<file path="src/rtl/compuerta_logica_seq.sv">
// Registered ANCHO-bit logic stage with valid/ready and burst accumulate.
// Optional even-parity output p enabled by defining COMPUERTA_PARIDAD_EN.
module compuerta_logica_seq #(
    parameter int ANCHO    = 8,
    parameter int CUENTA_W = 8
) (
    input  logic                clk,
    input  logic                rst_n,
    input  logic [ANCHO-1:0]    a,
    input  logic [ANCHO-1:0]    b,
    input  logic [2:0]          op,
    input  logic                acum,
    input  logic                ultimo,
    input  logic                in_valid,
    output logic                in_ready,
    output logic [ANCHO-1:0]    f,
    output logic                out_valid,
    input  logic                out_ready,
`ifdef COMPUERTA_PARIDAD_EN
    output logic [CUENTA_W-1:0] cuenta,
    output logic                p
`else
    output logic [CUENTA_W-1:0] cuenta
`endif
);

    typedef enum logic {IDLE, ACUM} estado_t;

    estado_t             state_q;
    logic [ANCHO-1:0]    f_q;
    logic [ANCHO-1:0]    acc_q;
    logic [CUENTA_W-1:0] cuenta_q;
    logic [CUENTA_W-1:0] cnt_q;
    logic [2:0]          op_q;
    logic                out_valid_q;

    logic                acepta_d;
    logic [2:0]          op_sel_d;
    logic [ANCHO-1:0]    r_d;
    logic [ANCHO-1:0]    fold_d;
    logic [CUENTA_W-1:0] cnt_inc_d;

    assign in_ready = !out_valid_q || out_ready;
    assign acepta_d = in_valid && in_ready;

    // Inside a burst the operation comes from the latched op, not the port
    assign op_sel_d = (state_q == ACUM) ? op_q : op;

    always_comb begin
        r_d = '0;
        unique case (op_sel_d)
            3'b000:  r_d = a & b;
            3'b001:  r_d = a | b;
            3'b010:  r_d = a ^ b;
            3'b011:  r_d = ~(a & b);
            3'b100:  r_d = ~(a | b);
            3'b101:  r_d = ~(a ^ b);
            3'b110:  r_d = ~a;
            default: r_d = a;
        endcase
    end

    always_comb begin
        fold_d = r_d;
        unique case (op_q)
            3'b000, 3'b011: fold_d = acc_q & r_d;
            3'b001, 3'b100: fold_d = acc_q | r_d;
            3'b010, 3'b101: fold_d = acc_q ^ r_d;
            default:        fold_d = r_d;
        endcase
    end

    assign cnt_inc_d = (cnt_q == '1) ? cnt_q : cnt_q + CUENTA_W'(1);

    always_ff @(posedge clk or negedge rst_n) begin
        if (!rst_n) begin
            state_q     <= IDLE;
            f_q         <= '0;
            acc_q       <= '0;
            cuenta_q    <= '0;
            cnt_q       <= '0;
            op_q        <= '0;
            out_valid_q <= 1'b0;
        end else begin
            if (out_valid_q && out_ready) begin
                out_valid_q <= 1'b0;
            end
            if (acepta_d) begin
                unique case (state_q)
                    IDLE: begin
                        if (!acum || ultimo) begin
                            f_q         <= r_d;
                            cuenta_q    <= CUENTA_W'(1);
                            out_valid_q <= 1'b1;
                        end else begin
                            acc_q   <= r_d;
                            cnt_q   <= CUENTA_W'(1);
                            op_q    <= op;
                            state_q <= ACUM;
                        end
                    end
                    default: begin
                        if (ultimo) begin
                            f_q         <= fold_d;
                            cuenta_q    <= cnt_inc_d;
                            out_valid_q <= 1'b1;
                            state_q     <= IDLE;
                        end else begin
                            acc_q <= fold_d;
                            cnt_q <= cnt_inc_d;
                        end
                    end
                endcase
            end
        end
    end

`ifdef COMPUERTA_PARIDAD_EN
    logic p_q;

    always_ff @(posedge clk or negedge rst_n) begin
        if (!rst_n) begin
            p_q <= 1'b0;
        end else if (acepta_d && (state_q == ACUM ? ultimo : (!acum || ultimo))) begin
            p_q <= (state_q == ACUM) ? ^fold_d : ^r_d;
        end
    end

    assign p = p_q;
`endif

    assign f         = f_q;
    assign out_valid = out_valid_q;
    assign cuenta    = cuenta_q;

endmodule

</file>
<file path="config.mk">
export PLATFORM = sky130hd
export DESIGN_NAME = compuerta_logica_seq
export DESIGN_NICKNAME = d
export VERILOG_FILES = /design/src/rtl/compuerta_logica_seq.sv
export SDC_FILE = /design/constraint.sdc
export NUM_CORES = 1
export LEC_CHECK = 0
export BUFFER_PORTS_ARGS = -buffer_cell sky130_fd_sc_hd__buf_4
export CAP_MARGIN = 10
export CORE_MARGIN = 1
export CORE_UTILIZATION = 55
export CTS_CLUSTER_SIZE = 16
export DETAILED_ROUTE_END_ITERATION = 16
export PLACE_DENSITY = 0.74
export SYNTH_ARGS = -nofsm -noshare
export SYNTH_HDL_FRONTEND = slang
export SYNTH_SLANG_ARGS = --single-unit
</file>
<file path="constraint.sdc">
create_clock -name clk -period 4.16 [get_ports clk]
set_input_delay 0.416 -clock clk [delete_from_list [all_inputs] [get_ports clk]]
set_output_delay 0.416 -clock clk [all_outputs]
set_load 0.01 [all_outputs]
</file>
==> metrics, run 1 <==
CTS max path bufs 2; total via count in the routed design roughly 3400; biggest area consumer among synthesized cells dfrtp_1; CP most frequent cell o21ai_0; Avg Cell Area, Syn approximately 8.5 sq um; H-tree Lvls 2; post-DP HPWL around 6600 um; gpl congestion 0.901; min cycle time layout ~3.6 ns; CTS buffer count 5; full die area between 7000 and 8000 sq um; Worst Path Arrival 3.69 ns; power per cell area ~480 nW/um^2; Num Clock Sinks 37; worst vdd ir about 0.00028 V; outcome finished, final reports clean; RSZ-0062 raised after global routing no; Reg area between 900 and 1000 sq um; vias in the first global route approximately 3300; Mapped Area roughly 3800 sq um; reg-to-reg endpoint acc_q[0]; dpl cells 534; Slew Limit Fails 0; largest net degree at the start of global routing 38; critical path depth in cells 11; net count after synthesis 498; crit path launch type register; max-cap violations 0; antenna violations before repair 0; Final Cycle Share a little under nine tenths; final WL 9240 um; total power after layout 1.99 mW; worst hold path type input pin to async pin; Crit-path slowest cell dfrtp_1; clock tree from TritonCTS yes; Diodes inserted 0; Post-DRT Antenna Nets 0; Post-CTS Setup Repair Bufs 0; Critical Path RT between 4 and 5 ns; Port Buffers between 40 and 50; TritonRoute pass-1 iters 7; Reg-to-Reg Start state_q; routed len/inst approximately 17 um; Die Ht 84.7 um; Main synth FF type dfrtp_1; CP peak stage delay approximately 0.63 ns; drt initial violations approximately 240; Worst Setup EP acc_q[0]; Final Core Density 64.8%; EDFF count, synth 0; Synth warnings 0; family with the most delay on the worst path compound AO/OA/AOI/OAI gates; Final Hold Fails 0; row cnt 29; I/O Pins 43; detailed-route DRC error count 0; most frequent cell after synthesis inv_1; CTS root buf clkbuf_8; FMAX between 200 and 300 MHz; Final TNS setup 0 ns; Distinct cells, synth slightly below 70; Area Growth Syn to Fin 11.3%; Via density 6.35; worst-path cell chain buf_4 -> mux2i_4 -> mux2i_1 -> a222oi_1 -> o21ai_0 -> ha_1 -> nand2_1 -> o21ai_0 -> a211o_1 -> a211oi_1 -> o22ai_1; Clock Skews just under 0.009 ns; multi-input logic area roughly 2500 sq um; synthesized instance count 440; total grt overflow 0; async set-reset flop share out of synthesis between 90% and 100%; final instance count without filler cells about 540; layout cells sized above 1 between 15 and 20%; ranking of synthesized cells by area dfrtp_1 25%, ha_1 11%, mux2i_1 5.1%; starting density of the core 58.2%; Worst Path Buf+Inv 1; nets@finish around 520; synth cell count leaders 41 x inv_1, 37 x dfrtp_1, 33 x ha_1, 33 x nand2_1, 31 x o21ai_0; core area roughly 6500 sq um; die width approximately 85 um; max_slew headroom between 20% and 30%; critical path class register to register; setup violators final 0; gr usage total roughly 27%; Post-CTS Hold Fix Bufs 0; R2R depth 11; register-to-register setup slack 0.61 ns; critical path launch point state_q; slew of the pin with the lowest slew margin roughly 1.1 ns; register area share after synthesis 24.6%; top-area cell type share of the netlist area around 25%; FILL cells ~560; Reg clk slew, reported paths around 0.08 ns; later-pin clock latency in the skew report roughly 0.3 ns; crit path capture type register; post_cts resized 0; CP Max Fanout 14; Yosys reg bits 37; Pleak about 1.9 nW; first-pass GRT wire length 15700 um
[placed cells by master (no fill, tap or decap), drive strengths merged, types with 7 or more instances in the layout]
master   n
inv     42
a211oi   8
nand3   12
buf     50
a31oi    7
ha      33
a21oi   18
o21ai   32
nand2   33
nor2    30
mux2    14
o211ai   7
dfrtp   37
mux2i   20
[where the power goes]
| part | leakage, nW | internal, mW | switching, mW |
|---|---|---|---|
| clock network | 0.0574 | 0.195 | 0.142 |
| registers | 0.459 | 0.472 | 0.146 |
| logic | 1.40 | 0.474 | 0.562 |
[layout make-up]
type | instances | share of cell area (%)
multi-input cells | 328 | 60.0
clock inverters | 2 | 0.896
inverters | 42 | 3.76
flip-flops and latches | 37 | 22.1
repair buffers | 50 | 8.96
well taps | 77 | 2.30
clock buffers | 6 | 1.97
[metal layers]
metal	track usage, %	wire (um)	share of wire (%)
met1	36.1	4310	47
met2	45.7	4350	47
met3	3.93	441	4.8
met4	7.09	136	1.5
met5	0	0	0
[kinds of logic after synthesis]
group | Yosys count | share of synthesized area (%)
AO/OA/AOI/OAI | 128 | 24.5
AND/OR/NAND/NOR | 123 | 16.9
buffers and inverters | 75 | 8.58
multiplexers | 40 | 13.5
flip-flops | 37 | 24.6
adder cells (fa/ha/maj) | 33 | 11.0
XOR/XNOR | 4 | 0.932
[state kept, by name (all words and copies together) (netlist names)]
name / cells
cnt_q: 8
f: 8
cuenta: 8
state_q: 1
acc_q: 8
op_q: 3
out_valid: 1
[worst reg2reg max path, stage by stage, from the launching register on]
cell	delay (ns)
dfrtp_1	0.63
buf_4	0.30
mux2i_4	0.42
mux2i_1	0.13
a222oi_1	0.53
o21ai_0	0.20
ha_1	0.33
nand2_1	0.06
o21ai_0	0.07
a211o_1	0.30
a211oi_1	0.28
o22ai_1	0.13
[how the worst min path moves through the flow]
stage                from  cells past startpoint  slack (ns)        to
finish              rst_n                      1        0.08      f[4]
global route        rst_n                      1        0.12      f[4]
CTS                 rst_n                      1         0.1      f[4]
detailed placement  rst_n                      1        0.42  acc_q[0]
global placement    rst_n                      1        0.42  acc_q[0]
floorplan           rst_n                      0        0.12  acc_q[0]
[stage by stage]
step                      cell area [sq um]  hold slack [ns]  setup WS [ns]
after floorplan                        3760            0.120           1.28
after global placement                 4070            0.417          0.782
after detailed placement               4070            0.418          0.684
after CTS                              4190           0.0964          0.671
after global routing                   4190            0.120          0.333
final                                  4190           0.0844          0.609
No activity file was read; power rests on OpenSTA's default activity.
==> inputs of run 2 (changes only) <==
--- a/config.mk
+++ b/config.mk
@@ -8,10 +8,10 @@
 export BUFFER_PORTS_ARGS = -buffer_cell sky130_fd_sc_hd__buf_4
 export CAP_MARGIN = 10
 export CORE_MARGIN = 1
-export CORE_UTILIZATION = 55
+export CORE_UTILIZATION = 60
 export CTS_CLUSTER_SIZE = 16
 export DETAILED_ROUTE_END_ITERATION = 16
-export PLACE_DENSITY = 0.74
+export PLACE_DENSITY = 0.8
 export SYNTH_ARGS = -nofsm -noshare
 export SYNTH_HDL_FRONTEND = slang
 export SYNTH_SLANG_ARGS = --single-unit
==> run 2 against run 1 <==
Non-clock buffer count up 2. Global-route usage is 2.2 points higher. Clock skew shrank 0.0048 ns. Clock power is 25% lower. Sequential share of layout area up 0.11 points. Critical path type unchanged. Critical path depth shrank 1. Register-to-register slack got worse by 0.03 ns. Total power shrank 4.5%. First-iteration DRC count increased by 18%.
==> metrics, run 2 (same netlist as run 1, synthesis figures left out) <==
Comb power frac 55.3% (+3.3 points); Reg clk slew, reported paths 0.07 ns (about the same); worst-path cell chain mux2i_4 -> mux2i_1 -> a222oi_1 -> o21ai_0 -> ha_1 -> nand2_1 -> o21ai_0 -> a211o_1 -> a211oi_1 -> o22ai_1; total power after layout 1.90 mW (-4.5%); Final TNS setup 0 ns (unchanged); Die Ht 81.2 um (-4.2%); CTS root buf clkbuf_8; worst hold path type input pin to async pin; Clock Skews 0.00403 ns (-0.00480 ns); full die area 6590 sq um (-8.1%); layout cells sized above 1 19.7% (-0.042 points); starting density of the core 62.8% (+4.5 points); Critical Path RT 4.31 ns (about the same); slew of the pin with the lowest slew margin 0.788 ns (-0.314 ns); min cycle time layout 3.58 ns (+0.0328 ns); detailed-route DRC error count 0 (unchanged); Final Cycle Share 86.2% (+0.79 points); drt initial violations 280 (+18%); Hold WS 0.0815 ns (-0.00296 ns); I/O Pins 43 (unchanged); routed len/inst 16.8 um (-1.6%); Worst Path Arrival 3.74 ns (+0.05 ns); total via count in the routed design 3436 (-0.15%); DR top layer met4; Final Core Density 69.5% (+4.7 points); Slew Limit Fails 0 (unchanged); met2 WL 4330 um (-0.51%); CTS buffer count 5 (unchanged); final WL 9070 um (-1.8%); CTS max path bufs 2 (unchanged); max-cap violations 0 (unchanged); core area 5990 sq um (-7.2%); gr usage total 29.1% (+2.2 points); total grt overflow 0 (unchanged); worst vdd ir 0.000312 V (+10%); crit path capture type register; TritonRoute pass-1 iters 5 (-2); worst slack, placed 0.634 ns (-0.0508 ns); Num Clock Sinks 37 (unchanged); post_cts resized 0 (unchanged); Clk pwr share 13.3% (-3.6 points); CP most frequent cell o21ai_0; antenna violations before repair 0 (unchanged); first-pass GRT wire length 14900 um (-5.0%); H-tree Lvls 2 (unchanged); FILL cells 502 (-11%); Via density 6.35 (about the same); row cnt 28 (-3.4%); vias in the first global route 3225 (-3.3%); Crit-path slowest cell dfrtp_1; outcome finished, final reports clean; power per cell area 456 nW/um^2 (-4.0%); clock tree from TritonCTS yes; Post-DRT Antenna Nets 0 (unchanged); CP peak stage delay 0.85 ns (+0.22 ns); Pleak 1.91 nW (-0.17%); largest net degree at the start of global routing 38 (unchanged); CP Max Fanout 23 (+9); sw frac 43.2% (+0.52 points); critical path class register to register; commonest non-fill, non-tap cell in the layout buf_4; Post-CTS Hold Fix Bufs 0 (unchanged); FMAX 279 MHz (-0.91%); Final Hold Fails 0 (unchanged); Area Growth Syn to Fin 10.8%; gpl congestion 0.866 (-3.9%); nets@finish 524 (+0.38%); met3 wire length 374 um (-15%); Post-CTS Setup Repair Bufs 0 (unchanged); P_int 1.08 mW (-5.4%); Switch Pwr 0.822 mW (-3.4%); setup violators final 0 (unchanged); post-DP HPWL 6510 um (-1.7%); M1 WL 4230 um (-1.6%); RSZ-0062 raised after global routing no; die width 81.2 um (-4.2%); later-pin clock latency in the skew report 0.29 ns (about the same); Seq pwr share 31.4% (+0.3 points); crit path launch type register; worst path setup slack after routing 0.576 ns (-0.0328 ns); Port Buffers 42 (unchanged); Diodes inserted 0 (unchanged); commonest non-fill, non-tap cells in the layout 52 x buf_4, 41 x inv_1, 37 x dfrtp_1; max_slew headroom 47.5% (+21 points)
run 2: cell types whose count changed in the layout (fill, tap and decap cells not counted):
cell        previous run  this run
bufinv_16              1         0
clkinvlp_4             1         0
clkbuf_1               0         1
buf_4                 50        52
run 2: area by class of cell:
cell class	instances	area (sq um)	area share, %
timing repair buffer	52	390	9.37
sequential	37	926	22.2
clock buffer	7	86.3	2.07
multi-input combinational	328	2510	60.3
tap	75	93.8	2.25
inverter	42	158	3.78
run 2: final timing paths:
kind | from | endpoint | slack (ns) | cells after the start
max | state_q | acc_q[0] | 0.58 | 10
min | rst_n | acc_q[0] | 0.08 | 1
max reg2reg | state_q | acc_q[0] | 0.58 | 10
min reg2reg | cuenta[5] | cuenta[5] | 0.48 | 2
max in group asynchronous | rst_n | f[5] | 3.74 | 1
min in group clk | out_ready | out_valid | 0.45 | 4
run 2: power by group through the flow:
| stage | combinational, mW | clock (mW) | sequential [mW] |
|---|---|---|---|
| floorplan | 0.778 | 0 | 0.569 |
| finish | 1.05 | 0.253 | 0.597 |
| global route | 1.17 | 0.270 | 0.616 |
| CTS | 1.04 | 0.256 | 0.595 |
| global placement | 0.996 | 0 | 0.594 |
| detailed placement | 1.03 | 0 | 0.602 |
run 2: routing by layer:
| layer | up-vias | global-route usage (%) |
|---|---|---|
| met1 | 1654 | 40.5 |
| met4 | 0 | 7.86 |
| met2 | 93 | 47.1 |
| met3 | 19 | 4.16 |
| li1 | 1670 | - |
| met5 | - | 0 |
run 2: worst max-delay path, delay by kind of cell, from the launching register on:
| family | cells | cell delay, ns |
|---|---|---|
| muxes | 2 | 0.63 |
| DFF | 1 | 0.85 |
| AOI/OAI and AO/OA | 6 | 1.55 |
| adders and majority gates | 1 | 0.33 |
| and+or+nand+nor | 1 | 0.08 |
run 2: per-stage QoR:
stage                     area (sq um)  cells
final                             4170    541
after floorplan                   3760    440
after CTS                         4170    541
after global placement            4080    534
after detailed placement          4080    534
after global routing              4170    541
